==> src/rtl/lud2x2_ctrl.sv <==
// Sequenced 2x2 Doolittle LU controller: bit-serial restoring divider for l21,
// one multiply step for u22, saturating fixed-point results with err/sat status.
module lud2x2_ctrl #(
    parameter int unsigned W    = 8,
    parameter int unsigned FRAC = 4
) (
    input  logic             clk,
    input  logic             rst_n,
    input  logic             start,
    input  logic [4*W-1:0]   A,
    output logic             busy,
    output logic             done,
    output logic             err,
    output logic             sat,
    output logic [4*W-1:0]   L,
    output logic [4*W-1:0]   U
);

    localparam int unsigned DW = W + FRAC;
    localparam int unsigned W1 = W + 1;
    localparam int unsigned XW = 2 * W + 1;
    localparam int unsigned CW = $clog2(DW);

    localparam logic [CW-1:0] LAST_CNT  = CW'(DW - 1);
    localparam logic [DW-1:0] Q_POS_LIM = DW'((1 << (W - 1)) - 1);
    localparam logic [DW-1:0] Q_NEG_LIM = DW'(1 << (W - 1));
    localparam logic [W-1:0]  ONE_Q     = W'(1 << FRAC);
    localparam logic [W-1:0]  S_MAX     = W'((1 << (W - 1)) - 1);
    localparam logic [W-1:0]  S_MIN     = W'(1 << (W - 1));
    localparam logic signed [XW-1:0] U_HI = XW'((1 << (W - 1)) - 1);
    localparam logic signed [XW-1:0] U_LO = XW'(-(1 << (W - 1)));

    localparam logic [2:0] S_IDLE  = 3'd0;
    localparam logic [2:0] S_CHECK = 3'd1;
    localparam logic [2:0] S_DIV   = 3'd2;
    localparam logic [2:0] S_MUL   = 3'd3;
    localparam logic [2:0] S_DONE  = 3'd4;

    logic [2:0]              r_state;
    logic [2:0]              w_state_nxt;

    logic signed [W-1:0]     r_a11;
    logic signed [W-1:0]     r_a12;
    logic signed [W-1:0]     r_a21;
    logic signed [W-1:0]     r_a22;
    logic                    w_cap;

    logic [W-1:0]            r_rem;
    logic [DW-1:0]           r_dvd;
    logic [W:0]              r_dvs;
    logic [DW-1:0]           r_quo;
    logic                    r_neg;
    logic [CW-1:0]           r_cnt;
    logic [W-1:0]            w_rem_nxt;
    logic [DW-1:0]           w_dvd_nxt;
    logic [W:0]              w_dvs_nxt;
    logic [DW-1:0]           w_quo_nxt;
    logic                    w_neg_nxt;
    logic [CW-1:0]           w_cnt_nxt;

    logic                    r_busy;
    logic                    r_done;
    logic                    r_err;
    logic                    r_sat;
    logic [4*W-1:0]          r_l;
    logic [4*W-1:0]          r_u;
    logic                    w_busy_nxt;
    logic                    w_done_nxt;
    logic                    w_err_nxt;
    logic                    w_sat_nxt;
    logic [4*W-1:0]          w_l_nxt;
    logic [4*W-1:0]          w_u_nxt;

    // Operand magnitudes: W+1 bits so that -2^(W-1) has a representable magnitude
    logic [W:0]              w_a11_x;
    logic [W:0]              w_a21_x;
    logic [W:0]              w_dvs_init;
    logic [W:0]              w_abs_a21;
    logic [DW-1:0]           w_dvd_init;

    assign w_a11_x    = {r_a11[W-1], r_a11};
    assign w_a21_x    = {r_a21[W-1], r_a21};
    assign w_dvs_init = r_a11[W-1] ? (~w_a11_x + W1'(1)) : w_a11_x;
    assign w_abs_a21  = r_a21[W-1] ? (~w_a21_x + W1'(1)) : w_a21_x;
    assign w_dvd_init = DW'({w_abs_a21, {FRAC{1'b0}}});

    // One restoring-division step, shared by CHECK (first bit) and DIV (remaining bits)
    logic [W-1:0]            w_step_rem_in;
    logic [DW-1:0]           w_step_dvd_in;
    logic [W:0]              w_step_dvs_in;
    logic [W:0]              w_trial;
    logic [W:0]              w_diff;
    logic                    w_step_q;
    logic [W-1:0]            w_step_rem;
    logic [DW-1:0]           w_step_dvd;

    assign w_step_rem_in = (r_state == S_CHECK) ? '0 : r_rem;
    assign w_step_dvd_in = (r_state == S_CHECK) ? w_dvd_init : r_dvd;
    assign w_step_dvs_in = (r_state == S_CHECK) ? w_dvs_init : r_dvs;
    assign w_trial       = {w_step_rem_in, w_step_dvd_in[DW-1]};
    assign w_diff        = w_trial - w_step_dvs_in;
    assign w_step_q      = (w_trial >= w_step_dvs_in);
    assign w_step_rem    = w_step_q ? W'(w_diff) : W'(w_trial);
    assign w_step_dvd    = {w_step_dvd_in[DW-2:0], 1'b0};

    // Signed, saturated l21 from the unsigned quotient magnitude
    logic [W-1:0]            w_quo_lo;
    logic [W-1:0]            w_l21_raw;
    logic                    w_l21_ovf;
    logic [W-1:0]            w_l21;

    assign w_quo_lo  = r_quo[W-1:0];
    assign w_l21_raw = r_neg ? (~w_quo_lo + W'(1)) : w_quo_lo;
    assign w_l21_ovf = r_neg ? (r_quo > Q_NEG_LIM) : (r_quo > Q_POS_LIM);
    assign w_l21     = w_l21_ovf ? (r_neg ? S_MIN : S_MAX) : w_l21_raw;

    // u22 = a22 - floor(l21*a12 / 2^FRAC), evaluated wide then clipped to W bits
    logic signed [2*W-1:0]   w_l21_x;
    logic signed [2*W-1:0]   w_a12_x;
    logic signed [2*W-1:0]   w_prod;
    logic signed [2*W-1:0]   w_p;
    logic signed [XW-1:0]    w_p_x;
    logic signed [XW-1:0]    w_a22_x;
    logic signed [XW-1:0]    w_u22_full;
    logic                    w_u22_hi;
    logic                    w_u22_lo;
    logic [W-1:0]            w_u22;

    assign w_l21_x    = {{W{w_l21[W-1]}}, w_l21};
    assign w_a12_x    = {{W{r_a12[W-1]}}, r_a12};
    assign w_prod     = w_l21_x * w_a12_x;
    assign w_p        = w_prod >>> FRAC;
    assign w_p_x      = {w_p[2*W-1], w_p};
    assign w_a22_x    = {{(W + 1){r_a22[W-1]}}, r_a22};
    assign w_u22_full = w_a22_x - w_p_x;
    assign w_u22_hi   = (w_u22_full > U_HI);
    assign w_u22_lo   = (w_u22_full < U_LO);
    assign w_u22      = w_u22_hi ? S_MAX : (w_u22_lo ? S_MIN : w_u22_full[W-1:0]);

    always_ff @(posedge clk or negedge rst_n) begin
        if (!rst_n) begin
            r_state <= S_IDLE;
        end else begin
            r_state <= w_state_nxt;
        end
    end

    // Next-state and next-value logic for every register of the controller
    always_comb begin
        w_state_nxt = r_state;
        w_cap       = 1'b0;
        w_rem_nxt   = r_rem;
        w_dvd_nxt   = r_dvd;
        w_dvs_nxt   = r_dvs;
        w_quo_nxt   = r_quo;
        w_neg_nxt   = r_neg;
        w_cnt_nxt   = r_cnt;
        w_busy_nxt  = r_busy;
        w_done_nxt  = 1'b0;
        w_err_nxt   = r_err;
        w_sat_nxt   = r_sat;
        w_l_nxt     = r_l;
        w_u_nxt     = r_u;

        case (r_state)
            S_IDLE: begin
                if (start) begin
                    w_cap       = 1'b1;
                    w_busy_nxt  = 1'b1;
                    w_err_nxt   = 1'b0;
                    w_sat_nxt   = 1'b0;
                    w_state_nxt = S_CHECK;
                end
            end
            S_CHECK: begin
                if (r_a11 == '0) begin
                    w_err_nxt   = 1'b1;
                    w_l_nxt     = '0;
                    w_u_nxt     = '0;
                    w_state_nxt = S_DONE;
                end else begin
                    // The MSB quotient bit is resolved here so total latency stays 2+W+FRAC
                    w_rem_nxt   = w_step_rem;
                    w_dvd_nxt   = w_step_dvd;
                    w_dvs_nxt   = w_dvs_init;
                    w_quo_nxt   = {{(DW - 1){1'b0}}, w_step_q};
                    w_neg_nxt   = r_a11[W-1] ^ r_a21[W-1];
                    w_cnt_nxt   = CW'(1);
                    w_state_nxt = S_DIV;
                end
            end
            S_DIV: begin
                w_rem_nxt = w_step_rem;
                w_dvd_nxt = w_step_dvd;
                w_quo_nxt = {r_quo[DW-2:0], w_step_q};
                w_cnt_nxt = r_cnt + CW'(1);
                if (r_cnt == LAST_CNT) begin
                    w_state_nxt = S_MUL;
                end
            end
            S_MUL: begin
                w_l_nxt     = {ONE_Q, {W{1'b0}}, w_l21, ONE_Q};
                w_u_nxt     = {r_a11, r_a12, {W{1'b0}}, w_u22};
                w_sat_nxt   = w_l21_ovf | w_u22_hi | w_u22_lo;
                w_state_nxt = S_DONE;
            end
            S_DONE: begin
                w_done_nxt  = 1'b1;
                w_busy_nxt  = 1'b0;
                w_state_nxt = S_IDLE;
            end
            default: begin
                w_state_nxt = S_IDLE;
            end
        endcase
    end

    always_ff @(posedge clk or negedge rst_n) begin
        if (!rst_n) begin
            r_a11 <= '0;
            r_a12 <= '0;
            r_a21 <= '0;
            r_a22 <= '0;
        end else if (w_cap) begin
            r_a11 <= A[4*W-1:3*W];
            r_a12 <= A[3*W-1:2*W];
            r_a21 <= A[2*W-1:W];
            r_a22 <= A[W-1:0];
        end
    end

    always_ff @(posedge clk or negedge rst_n) begin
        if (!rst_n) begin
            r_rem  <= '0;
            r_dvd  <= '0;
            r_dvs  <= '0;
            r_quo  <= '0;
            r_neg  <= 1'b0;
            r_cnt  <= '0;
            r_busy <= 1'b0;
            r_done <= 1'b0;
            r_err  <= 1'b0;
            r_sat  <= 1'b0;
            r_l    <= '0;
            r_u    <= '0;
        end else begin
            r_rem  <= w_rem_nxt;
            r_dvd  <= w_dvd_nxt;
            r_dvs  <= w_dvs_nxt;
            r_quo  <= w_quo_nxt;
            r_neg  <= w_neg_nxt;
            r_cnt  <= w_cnt_nxt;
            r_busy <= w_busy_nxt;
            r_done <= w_done_nxt;
            r_err  <= w_err_nxt;
            r_sat  <= w_sat_nxt;
            r_l    <= w_l_nxt;
            r_u    <= w_u_nxt;
        end
    end

    assign busy = r_busy;
    assign done = r_done;
    assign err  = r_err;
    assign sat  = r_sat;
    assign L    = r_l;
    assign U    = r_u;

endmodule
==> config.mk <==
export PLATFORM = sky130hd
export DESIGN_NAME = lud2x2_ctrl
export DESIGN_NICKNAME = d
export VERILOG_FILES = /design/src/rtl/lud2x2_ctrl.sv
export SDC_FILE = /design/constraint.sdc
export NUM_CORES = 1
export LEC_CHECK = 0
export ABC_AREA = 1
export CAP_MARGIN = 25
export CORE_ASPECT_RATIO = 0.5
export CORE_UTILIZATION = 45
export DETAILED_ROUTE_END_ITERATION = 8
export GPL_TIMING_DRIVEN = 0
export PLACE_DENSITY = 0.7
export RECOVER_POWER = 100
export SETUP_SLACK_MARGIN = 0.3
export SLEW_MARGIN = 15
export SYNTH_ARGS = -nofsm -noshare
export SYNTH_HDL_FRONTEND = slang
export SYNTH_SLANG_ARGS = --single-unit
==> constraint.sdc <==
create_clock -name clk -period 7.9 [get_ports clk]
set_input_delay 0.79 -clock clk [delete_from_list [all_inputs] [get_ports clk]]
set_output_delay 0.79 -clock clk [all_outputs]
set_load 0.01 [all_outputs]
==> results_tabular.tex <==
\begin{tabular}{lr}
\hline
Metric & Value \\
\hline
\multicolumn{2}{l}{\textbf{Status}} \\
Outcome & finished, violations left \\
Violations in the final reports & capacitance limit, slew limit \\
\multicolumn{2}{l}{\textbf{Drt}} \\
Wire length reported by the detailed router & 20.7 mm \\
Via-per-instance ratio & 4.94 \\
Met3 WL & between 700 and 800 um \\
Met1 wire length & 9.63 mm \\
Number of detailed-routing iterations run before antenna repair & 5 \\
DR vias & roughly 7400 \\
Top Layer Used & met4 \\
Average routed wire per standard cell & roughly 14 um \\
Detailed-route DRC error count & 0 \\
Post-route ant nets & 0 \\
Number of design-rule violations left by the first detailed-router iteration & 425 \\
Total met2 wirelength after detailed routing & 9.90 mm \\
\multicolumn{2}{l}{\textbf{Global route}} \\
Number of global-route vias before repair & 7320 \\
First-pass GRT wire length & 34.6 mm \\
Overall track demand over capacity in global routing & 0.219 \\
Pin count of the biggest net entering global routing & 77 \\
Initial antenna violation count & 0 \\
GRT Residual Overflow & 0 \\
\multicolumn{2}{l}{\textbf{Critical path}} \\
Endpoint arrival time on the critical path & 7.40 ns \\
Kind of start point of the critical path & flop \\
CP Max Fanout & 8 \\
Crit-path leading delay family & adder cells \\
Kind of critical path & flop to flop \\
Worst path most repeated cell & sky130\_fd\_sc\_hd\_\_nand2\_1 \\
Worst R2R Start & r\_quo[0] \\
Slowest cell on the critical path & sky130\_fd\_sc\_hd\_\_fa\_1 \\
Worst path max stage delay & around 0.55 ns \\
Type of destination of the critical path & flop \\
Critical path buffers and inverters & 4 \\
Worst endpoint required time & 8.20 ns \\
CP startpoint & r\_quo[0] \\
\multicolumn{2}{l}{\textbf{Logic synthesis}} \\
Summed instance area of the synthesized netlist & 0.00867 mm\^{}2 \\
Part of the Yosys area used for sequential elements & 0.326 \\
Cell count after synthesis & 1100 \\
Most area-hungry cell type in the Yosys netlist & sky130\_fd\_sc\_hd\_\_dfrtp\_1 \\
Post-synth cell types & 42 \\
Average cell area after synthesis & 7.89 um\^{}2 \\
Flop and latch count out of synthesis & 113 \\
Top FF cell, synth & sky130\_fd\_sc\_hd\_\_dfrtp\_1 \\
Number of enable-type register cells in the synthesized netlist & 0 \\
Library cell with the highest instance count after synthesis & sky130\_fd\_sc\_hd\_\_nand2\_1 \\
Synth top area share & 0.326 \\
Fraction of registers with async set/reset & 1.00 \\
Post-synth top cells & 301 x sky130\_fd\_sc\_hd\_\_nand2\_1, 162 x sky130\_fd\_sc\_hd\_\_inv\_1, 113 x sky130\_fd\_sc\_hd\_\_dfrtp\_1 \\
Dominant cells by area after synthesis & sky130\_fd\_sc\_hd\_\_dfrtp\_1 33\%, sky130\_fd\_sc\_hd\_\_nand2\_1 13\%, sky130\_fd\_sc\_hd\_\_fa\_1 13\% \\
Yosys warning total & 0 \\
\multicolumn{2}{l}{\textbf{Floorplanning}} \\
Cell Rows & 35 \\
Initial standard-cell utilization of the core & 0.465 \\
Die height & $\sim$100 um \\
Die span in x & a little under 200 um \\
Core Region & 0.0187 mm\^{}2 \\
Area enclosed by the die boundary & between 0.015 and 0.02 mm\^{}2 \\
Count of pins on the block boundary & between 100 and 150 \\
\multicolumn{2}{l}{\textbf{Worst hold path}} \\
Worst Min Path Start & err \\
Worst min-delay path category & flop to flop \\
\multicolumn{2}{l}{\textbf{Cells and area}} \\
Antenna diode count & 0 \\
Area growth from synthesis to layout & 20.5\% \\
Final non-filler cell area & between 0.01 and 0.015 mm\^{}2 \\
Nets & 1366 \\
Fraction of layout instances using a drive strength above 1 & 0.0640 \\
\multicolumn{2}{l}{\textbf{CTS}} \\
Clk pin slew, worst setup/hold paths & about 0.050 ns \\
Hold buffer count at cts & 0 \\
CTS Buf Count & 17 \\
Clock Sink Count & roughly 110 \\
CTS H-tree depth & 4 \\
Clock tree from TritonCTS & built \\
Worst-case clock buffer depth & 2 \\
CTS root buffer & sky130\_fd\_sc\_hd\_\_clkbuf\_16 \\
Insertion delay of the later-clocked pin in the worst-skew pair & 0.41 ns \\
\multicolumn{2}{l}{\textbf{STA}} \\
Relative slew slack & -1.62 \\
Setup clock skew after layout & 0.0139 ns \\
Final hold vios & 0 \\
Number of pins with negative max-slew slack in the final report & around 120 \\
\# setup viols final & 0 \\
Final critical-path share of the clock period & 0.899 \\
Clock period minus worst slack & between 7 and 8 ns \\
Setup repair after global routing missed its margin & no \\
Fmax & 141 MHz \\
Actual transition at the worst max-transition pin & roughly 4 ns \\
Total negative setup slack & 0 ns \\
\multicolumn{2}{l}{\textbf{Place}} \\
Number of input and output port buffers inserted & 72 \\
HPWL after detailed placement & 16.0 mm \\
Final GP Congestion & between 0.8 and 0.9 \\
Placed standard-cell area & 0.00986 mm\^{}2 \\
\multicolumn{2}{l}{\textbf{Run}} \\
Number of maximum-capacitance violations & 2 \\
\hline
\end{tabular}
==> worst min-delay path, stage by stage (launching register included) <==
cell                      delay, ns
sky130_fd_sc_hd__dfrtp_1       0.34
sky130_fd_sc_hd__nand2_1       0.05
sky130_fd_sc_hd__nand2_1       0.05
==> worst paths after layout <==
check                            to  slack, ns  cells after the start
setup / recovery               U[6]       0.80                     36
hold / removal                  err       0.48                      2
setup reg to reg               U[6]       0.80                     36
hold reg to reg                 err       0.48                      2
max in group asynchronous     U[31]       2.36                      2
min in group asynchronous  r_a21[2]       0.95                      1
==> cell usage in the layout, fill, tap and decap left out, drive strengths merged, types with 22 or more instances in the layout <==
cell	n
xor2	30
conb	30
clkdlybuf4s50	32
clkbuf	46
nor2	92
nand2	302
o21ai	93
dfrtp	113
a21oi	22
inv	164
nand3	32
dlygate4sd3	39
buf	34
ha	53
fa	56
==> flip-flops by register name, summed over array words and instances (netlist names), 4 cells and up <==
name,cells
U,24
r_quo,12
L,9
r_dvs,9
r_a11,8
r_a12,8
r_a21,8
r_a22,8
r_rem,8
r_dvd,7
r_cnt,4
==> per-stage QoR <==
step                      hold WS, ns   util  cells  setup slack (ns)
after floorplan                 0.444      -   1129              1.62
after global placement          0.463  0.527   1460             0.693
after detailed placement        0.465  0.528   1461             0.562
after CTS                       0.279  0.561   1493             0.517
after global routing            0.495  0.560   1494             0.157
final                           0.476  0.560   1494             0.800
==> final cells by class <==
| class | count | area [um^2] |
|---|---|---|
| inverters | 170 | 638 |
| well taps | 259 | 324 |
| plain buffers | 55 | 325 |
| clock buffers | 22 | 474 |
| clock inverters | 10 | 133 |
| fillers | 1743 | 8210 |
| flip-flops and latches | 113 | 2830 |
| multi-input cells | 791 | 5000 |
| repair buffers | 74 | 726 |
==> what timing repair did <==
item	CTS	global route
hold endpoints to repair	0	0
buffers inserted	0	1
setup endpoints to repair	0	9
gates resized for setup	0	10
==> logic make-up after synthesis <==
family,Yosys count,share of synthesized area
compound gates,158,0.104
xor+xnor,44,0.0444
fa+ha+maj,109,0.206
buf+inv,225,0.112
flops,113,0.326
other cells,1,0.000432
simple gates,450,0.207
==> layer usage <==
metal	GRT usage	up-vias
li1	-	3640
met1	0.290	3565
met2	0.367	141
met3	0.0386	35
met4	0.0757	0
met5	0	-
Power is left out: the tool's default activity adds up to more than one toggle a clock period on the data nets, which glitch-free logic cannot reach.
